===== config.mk =====
export PLATFORM = sky130hd
export DESIGN_NAME = dp_ram_port_arbiter
export DESIGN_NICKNAME = d
export VERILOG_FILES = /design/src/rtl/dp_ram_arb_pkg.sv /design/src/rtl/dp_ram_rr_arb.sv /design/src/rtl/dp_ram_port_arbiter.sv
export SDC_FILE = /design/constraint.sdc
export NUM_CORES = 1
export LEC_CHECK = 0
export BUFFER_PORTS_ARGS = -buffer_cell sky130_fd_sc_hd__buf_2
export CORE_UTILIZATION = 43
export CTS_CLUSTER_DIAMETER = 120
export DETAILED_ROUTE_END_ITERATION = 12
export HOLD_SLACK_MARGIN = 0.05
export PLACE_DENSITY = 0.87
export SLEW_MARGIN = 20
export SYNTH_ARGS = -nofsm -noshare
export SYNTH_HDL_FRONTEND = slang
export SYNTH_SLANG_ARGS = --single-unit

===== constraint.sdc =====
create_clock -name clk_i -period 4.1 [get_ports clk_i]
set_input_delay 0.82 -clock clk_i [delete_from_list [all_inputs] [get_ports clk_i]]
set_output_delay 0.82 -clock clk_i [all_outputs]
set_load 0.02 [all_outputs]

===== src/rtl/dp_ram_arb_pkg.sv =====
// Shared types and constants for the dual-port RAM port-B arbiter.
package dp_ram_arb_pkg;

    localparam int unsigned NUM_REQ = 2;
    localparam int unsigned DATA_W  = 32;
    localparam int unsigned BE_W    = 4;

    localparam logic [BE_W-1:0] BE_FULL = 4'hF;

    typedef enum logic {
        ARB       = 1'b0,
        RMW_MERGE = 1'b1
    } state_e;

    typedef logic req_idx_t;

    typedef enum logic {
        READ  = 1'b0,
        WRITE = 1'b1
    } rsp_kind_e;

endpackage


===== src/rtl/dp_ram_rr_arb.sv =====
// Two-way round-robin grant with its priority pointer; i_en low blocks all grants.
module dp_ram_rr_arb
    import dp_ram_arb_pkg::*;
(
    input  logic               i_clk,
    input  logic               i_rst,
    input  logic               i_en,
    input  logic [NUM_REQ-1:0] i_req,
    output logic [NUM_REQ-1:0] o_gnt_c,
    output req_idx_t           o_idx_c
);

    req_idx_t r_ptr;

    always_comb begin
        o_gnt_c = '0;
        if (i_en) begin
            case (i_req)
                2'b01:   o_gnt_c = 2'b01;
                2'b10:   o_gnt_c = 2'b10;
                2'b11:   o_gnt_c = r_ptr ? 2'b10 : 2'b01;
                default: o_gnt_c = '0;
            endcase
        end
        o_idx_c = req_idx_t'(o_gnt_c[1]);
    end

    // Pointer hands priority to the requester that did not just win.
    always_ff @(posedge i_clk or posedge i_rst) begin
        if (i_rst) begin
            r_ptr <= 1'b0;
        end else if (|o_gnt_c) begin
            r_ptr <= ~o_idx_c;
        end
    end

endmodule


===== src/rtl/dp_ram_port_arbiter.sv =====
// Shares RAM port B between two OBI-style requesters; sub-word writes become
// a read in the grant cycle followed by a merged full-word write.
module dp_ram_port_arbiter
    import dp_ram_arb_pkg::*;
#(
    parameter int unsigned ADDR_WIDTH = 8
) (
    input  logic                                 clk_i,
    input  logic                                 rst_i,
    input  logic [NUM_REQ-1:0]                   req_i,
    output logic [NUM_REQ-1:0]                   gnt_o,
    input  logic [NUM_REQ-1:0][ADDR_WIDTH-1:0]   addr_i,
    input  logic [NUM_REQ-1:0]                   we_i,
    input  logic [NUM_REQ-1:0][BE_W-1:0]         be_i,
    input  logic [NUM_REQ-1:0][DATA_W-1:0]       wdata_i,
    output logic [NUM_REQ-1:0]                   rvalid_o,
    output logic [NUM_REQ-1:0][DATA_W-1:0]       rdata_o,
    output logic                                 mem_en_o,
    output logic [ADDR_WIDTH-1:0]                mem_addr_o,
    output logic                                 mem_we_o,
    output logic [DATA_W-1:0]                    mem_wdata_o,
    input  logic [DATA_W-1:0]                    mem_rdata_i
);

    state_e                  r_state;
    state_e                  w_state_nxt;
    logic                    w_arb_en;
    logic [NUM_REQ-1:0]      w_gnt;
    logic                    w_gnt_any;
    req_idx_t                w_idx;
    logic [ADDR_WIDTH-1:0]   w_word_addr;
    logic                    w_latch;
    req_idx_t                r_owner;
    logic [ADDR_WIDTH-1:0]   r_addr;
    logic [BE_W-1:0]         r_be;
    logic [DATA_W-1:0]       r_wdata;
    logic [DATA_W-1:0]       w_merged;
    logic [NUM_REQ-1:0]      w_rvalid_nxt;
    logic [NUM_REQ-1:0]      r_rvalid;
    rsp_kind_e               w_kind_nxt;
    rsp_kind_e               r_kind;

    assign w_arb_en    = (r_state == ARB) && !rst_i;
    assign w_gnt_any   = |w_gnt;
    assign gnt_o       = w_gnt;
    assign rvalid_o    = r_rvalid;
    assign w_word_addr = addr_i[w_idx] & ~ADDR_WIDTH'(3);

    dp_ram_rr_arb u_rr_arb (
        .i_clk   (clk_i),
        .i_rst   (rst_i),
        .i_en    (w_arb_en),
        .i_req   (req_i),
        .o_gnt_c (w_gnt),
        .o_idx_c (w_idx)
    );

    always_comb begin
        w_merged = mem_rdata_i;
        for (int b = 0; b < int'(BE_W); b++) begin
            if (r_be[b]) begin
                w_merged[8*b +: 8] = r_wdata[8*b +: 8];
            end
        end
    end

    // Next state, RAM port drive and response scheduling; all quiet in reset.
    always_comb begin
        w_state_nxt  = r_state;
        mem_en_o     = 1'b0;
        mem_we_o     = 1'b0;
        mem_addr_o   = '0;
        mem_wdata_o  = '0;
        w_rvalid_nxt = '0;
        w_kind_nxt   = READ;
        w_latch      = 1'b0;
        if (!rst_i) begin
            case (r_state)
                ARB: begin
                    if (w_gnt_any) begin
                        w_rvalid_nxt[w_idx] = 1'b1;
                        w_kind_nxt          = we_i[w_idx] ? WRITE : READ;
                        if (!we_i[w_idx]) begin
                            mem_en_o   = 1'b1;
                            mem_addr_o = w_word_addr;
                        end else if (be_i[w_idx] == BE_FULL) begin
                            mem_en_o    = 1'b1;
                            mem_we_o    = 1'b1;
                            mem_addr_o  = w_word_addr;
                            mem_wdata_o = wdata_i[w_idx];
                        end else if (be_i[w_idx] != '0) begin
                            mem_en_o     = 1'b1;
                            mem_addr_o   = w_word_addr;
                            w_latch      = 1'b1;
                            w_rvalid_nxt = '0;
                            w_state_nxt  = RMW_MERGE;
                        end
                    end
                end
                RMW_MERGE: begin
                    mem_en_o              = 1'b1;
                    mem_we_o              = 1'b1;
                    mem_addr_o            = r_addr;
                    mem_wdata_o           = w_merged;
                    w_rvalid_nxt[r_owner] = 1'b1;
                    w_kind_nxt            = WRITE;
                    w_state_nxt           = ARB;
                end
                default: w_state_nxt = ARB;
            endcase
        end
    end

    always_ff @(posedge clk_i or posedge rst_i) begin
        if (rst_i) begin
            r_state <= ARB;
        end else begin
            r_state <= w_state_nxt;
        end
    end

    always_ff @(posedge clk_i or posedge rst_i) begin
        if (rst_i) begin
            r_owner <= 1'b0;
            r_addr  <= '0;
            r_be    <= '0;
            r_wdata <= '0;
        end else if (w_latch) begin
            r_owner <= w_idx;
            r_addr  <= w_word_addr;
            r_be    <= be_i[w_idx];
            r_wdata <= wdata_i[w_idx];
        end
    end

    always_ff @(posedge clk_i or posedge rst_i) begin
        if (rst_i) begin
            r_rvalid <= '0;
            r_kind   <= READ;
        end else begin
            r_rvalid <= w_rvalid_nxt;
            r_kind   <= w_kind_nxt;
        end
    end

    // Read data arrives from the RAM in the rvalid cycle; writes answer zero.
    always_comb begin
        rdata_o = '0;
        for (int k = 0; k < int'(NUM_REQ); k++) begin
            if (r_rvalid[k] && (r_kind == READ)) begin
                rdata_o[k] = mem_rdata_i;
            end
        end
    end

endmodule


* Word level (Yosys, flattened, before mapping)
Cells that the tools add are included.
** Storage, ports and cells
- Output and inout bits :: 110
- Register bits after elaboration :: 48
- Input port bits :: 126
- Word-level logic and storage cells :: 86
** Cells by class
- Reduce and logical (&&, ||, !) cells :: 8
- Bitwise gates (word level) :: 3
- Equal/unequal tests :: 4
- Muxes and demuxes :: 59
- Order comparisons :: 4
** Operators by type and width (number)
- 32-bit 2-to-1 mux :: 8
- 8-bit 2-to-1 mux :: 11
- 32-bit case mux with 2 select lines :: 1
- 1-bit 2-to-1 mux :: 21
- 8-bit case mux with 2 select lines :: 1
- 2-bit 2-to-1 mux :: 7
- 4-bit 2-to-1 mux :: 2
- 1-bit case mux with 2 select lines :: 4
- 2-bit case mux with 3 select lines :: 1
- 1-bit logical AND :: 5
- 2-bit equality test, second input constant :: 2
- 4-bit equality test, second input constant :: 1
- 1-bit by 2-bit less-than comparator with 1-bit output, second input constant :: 2
- 2-bit case mux with 2 select lines :: 1
- 4-bit nonzero test :: 1
- 1-bit NOT :: 3
- 1-bit demux with 1-bit select :: 2
- 2-bit by 1-bit equality test with 1-bit output, second input constant :: 1
- 1-bit greater-or-equal comparator, second input constant :: 2
- 2-bit OR reduction :: 1
- 1-bit zero test :: 1

* Logic depth before layout (Yosys ltp)
- Depth in word-level cells :: 13
- Mapped depth :: 7
- Mapped depth without buffers :: 5

* Modules after synthesis
Synthesis repeated with hierarchy kept, for this count alone.
** Unflattened totals
- Cell total of the unflattened synthesis :: 456
- Area, all modules :: 3942.5 um2
** Modules (own cells, without submodules)
- dp_ram_port_arbiter :: cells each 446, sequential area each 1176.1 um2, area each 3870.0 um2, instances 1
- dp_ram_rr_arb :: cells each 10, sequential area each 25.0 um2, area each 72.6 um2, instances 1

* Worst setup path before layout
Ideal clock, no wire load.
- Path type :: input to output
- From :: input port rst_i
- To :: output port mem_wdata_o[14]
- Arrival time :: 3009 ps
- Required time :: 3280 ps
- Path slack :: 271 ps
- Stages :: 6
- Path buffers :: 3
- Cell sequence :: buf_2 > inv_1 > nand2_1 > clkbuf_1 > clkbuf_1 > o22ai_1
** Between the ends
- Word-level cells in the longest chain between the ends :: 11
- Elaborated cells on any way between the ends :: 16
- Classes of those cells :: eq/ne (1); mux (12); reduce/logical (3)
** RTL lines
- start, declared :: line dp_ram_port_arbiter.sv:9 : input logic rst_i,
- 1-bit zero test (no line)
- 1-bit logical AND :: line dp_ram_port_arbiter.sv:43 : assign w_arb_en = (r_state == ARB) && !rst_i;
- 2-bit 2-to-1 mux :: line dp_ram_rr_arb.sv:17 : if (i_en) begin
- 4-bit 2-to-1 mux (implied by the code) (2 in a row) :: line dp_ram_port_arbiter.sv:86 : end else if (be_i[w_idx] == BE_FULL) begin
- 4-bit equality test :: line dp_ram_port_arbiter.sv:86
- 32-bit 2-to-1 mux :: line dp_ram_port_arbiter.sv:86
- 32-bit 2-to-1 mux :: line dp_ram_port_arbiter.sv:83 : if (!we_i[w_idx]) begin
- 32-bit 2-to-1 mux :: line dp_ram_port_arbiter.sv:80 : if (w_gnt_any) begin
- 32-bit case mux with 2 select lines :: line dp_ram_port_arbiter.sv:78 : case (r_state)
- 32-bit 2-to-1 mux (*) :: line dp_ram_port_arbiter.sv:77 : if (!rst_i) begin
- end, declared :: line dp_ram_port_arbiter.sv:21 : output logic [DATA_W-1:0] mem_wdata_o,
Mark *: on every way between the ends. The rest lies on a longest branch, timed or not. The select of a mux whose other input is x is not followed.

* Final worst setup path
- From :: input port rst_i
- To :: output port mem_wdata_o[31]
Same word-level chain as after synthesis.

==> metrics.md <==
| Metric | Value |
|---|---|
| Worst slew pin tran | 0.829 ns |
| Final WL | 10500 um |
| Worst-case clock skew | 0.00615 ns |
| Gate power share | between 40% and 50% |
| Synth top area share | 33.1% |
| Area of the die | 8800 sq um |
| Max VDD drop | 0.000250 V |
| Hold path depth | 1 |
| Post-layout util | 60.0% |
| P&R area growth vs syn | 35.4% |
| Clock sink total | 48 |
| Pwr Density | 437 nW/um^2 |
| Crit path max fanout | 20 |
| Cells after Synth | roughly 380 |
| Final Max Slew Viols | 0 |
| Hpwl dp | around 8000 um |
| LEAKAGE | about 2.7 nW |
| Post-synth top flop | dfrtp_1 |
| Ys async rst share | 100% |
| P_int | between 1 and 1.5 mW |
| Sw Pwr | roughly 860 uW |
| Initial antenna violation count | 0 |
| Layout cells sized above 1 | 43.9% |
| Post-synth EDFFs | 0 |
| Worst Path Required | 3.28 ns |
| Synth cell count leaders | mux2i_1 (108), and2_1 (64), dfrtp_1 (48) |
| DIE HEIGHT | 93.8 um |
| Worst reg2reg startpoint | r_state |
| Clk pwr share | 13.5% |
| Routability Congestion | 0.909 |
| Hold_sp | r_owner |
| Reg2reg path depth | 5 |
| Initial DRC Count | 96 |
| Post-CTS Setup Bufs | 0 |
| Largest net degree at the start of global routing | between 40 and 50 |
| 1st-pass router iterations | 4 |
| Routed vias/inst | 5.28 |
| Vias in the first global route | between 3000 and 4000 |
| Max_slew headroom | between 40% and 50% |
| Worst Hold Class | flip-flop to flip-flop |
| Unrepaired setup endpoints after global routing | no |
| Startpoint types | input pin |
| Final Hold Viols | 0 |
| Post-synth cell types | 36 |
| Diodes inserted | 0 |
| Hold Path End | rvalid_o[0] |
| Max Root-Sink Buffers | 2 |
| Top Ports | 236 |
| Outcome | finished clean |
| Yosys top cell by area | dfrtp_1 |
| CP endpoint kind | output pin |
| Finish-stage setup viols | 0 |
| Global-route wire length before repair | 15600 um |
| Cell Rows | 33 |
| CTS Root Cell | clkbuf_8 |
| Seq/Total Area, Yosys | 33.1% |
| Die X | 93.8 um |
| Switching part of the total | 40.2% |
| Core area | 8180 sq um |
| Hold_ws | 0.502 ns |
| Peak Freq | 269 MHz |
| Gr usage total | about 22% |
| Gr ovfl total | 0 |
| Minimum clock period | 3.72 ns |
| Number of nets in the layout | 719 |
| Synthesized cell area | between 3000 and 4000 sq um |
| Dominant cells by area after synthesis | dfrtp_1 (33%), mux2i_1 (30%), and2_1 (11%) |
| Top-count cell post-synth | mux2i_1 |
| Worst R2R End | r_be[3] |
| Reg-to-reg slack, setup | 1.93 ns |
| Initial Util | 44.3% |
| Vias | 3694 |
| TritonCTS buffer count | 5 |
| # DRC | 0 |
| Worst-Skew Late Latency | approximately 0.29 ns |
| Reg clk slew, reported paths | 0.09 ns |
| H-tree lvl count | 2 |
| Setup_tns | 0 ns |
| Syn_area_per_cell | 9.56 sq um |
| TritonCTS clock tree | built |
| Routed length per instance | 15.0 um |
| Ys Warns | 0 |
| Post-route ant nets | 0 |
| Worst setup path category | input pin to output pin |
| # resized after CTS | 0 |
| Yosys reg bits | 48 |
| WP data arrival | approximately 2.9 ns |
| Max Cap Violations | 0 |
| Hold_buf cts | 0 |
| I/O Buffers | 229 |
| Reg power frac | 41.4% |
| Fin crit share | 90.7% |
==> power groups by stage <==
stage / combinational (mW) / clock [mW] / sequential (mW)
floorplan: 0.788 / 0 / 0.777
global placement: 0.931 / 0 / 0.881
detailed placement: 0.969 / 0 / 0.888
CTS: 0.971 / 0.298 / 0.882
global route: 1.05 / 0.317 / 0.912
finish: 0.968 / 0.288 / 0.886
==> state kept, by name (all words and copies together) (netlist names) <==
name	flops
r_owner	1
r_state	1
r_wdata	32
u_rr_arb.r_ptr	1
r_be	4
rvalid_o	2
r_kind	1
r_addr	6
==> worst max path at each step <==
stage	end	cells after the start	start
after floorplan	mem_wdata_o[14]	6	rst_i
after global placement	mem_wdata_o[31]	7	rst_i
after detailed placement	mem_wdata_o[31]	7	rst_i
after CTS	mem_wdata_o[31]	7	rst_i
after global routing	mem_wdata_o[31]	7	rst_i
final	mem_wdata_o[31]	7	rst_i
==> critical path: stages <==
cell and delay, ns:
buf_2 0.18, nor2_2 0.09, a41oi_1 0.42, o32a_1 0.70, buf_4 0.37, o22ai_1 0.14
buf_2 0.17
==> cell usage in the layout, fill, tap and decap left out, types with 2 or more instances in the layout <==
cell type  count
o22ai_1       39
nand3_1        2
o22a_1         2
clkbuf_8       6
buf_4          6
conb_1         2
inv_1         42
dfrtp_1       48
a21oi_1        4
mux2i_1      108
nor2b_4        2
inv_2          2
and2_1        64
buf_2        229
mux2_2         7
clkinv_2       2
nand2_1        6
nand4_1        3
nor2_1         3
==> cell families after synthesis <==
group	share of synthesized area, %
AND/OR/NAND/NOR	15.3
multiplexers	32.4
buffers and inverters	9.53
flip-flops	33.1
AO/OA/AOI/OAI	9.46
other	0.103
==> per-layer routing <==
layer | vias to the layer above | part of all wire (%) | global-route usage, %
li1 | 1740 | - | -
met1 | 1778 | 40 | 25.2
met2 | 169 | 53 | 43.4
met3 | 7 | 6.8 | 3.56
met4 | 0 | 0.68 | 5.13
met5 | - | 0 | 0
==> final cells by class <==
| class | count | area [sq um] |
|---|---|---|
| repair buffers | 236 | 1210 |
| fillers | 727 | 3270 |
| well taps | 105 | 131 |
| flip-flops and latches | 48 | 1200 |
| multi-input cells | 258 | 2100 |
| clock buffers | 6 | 82.6 |
| clock inverters | 2 | 10.0 |
| inverters | 44 | 165 |
==> through the flow <==
stage                     total power [mW]  setup WS [ns]  area (sq um)  cells
after floorplan                       1.56          0.271          3630    380
after global placement                1.81          0.479          4800    691
after detailed placement              1.86          0.414          4800    691
after CTS                             2.15          0.413          4890    699
after global routing                  2.28          0.296          4900    699
final                                 2.14          0.381          4900    699
No activity file was read; power rests on OpenSTA's default activity.
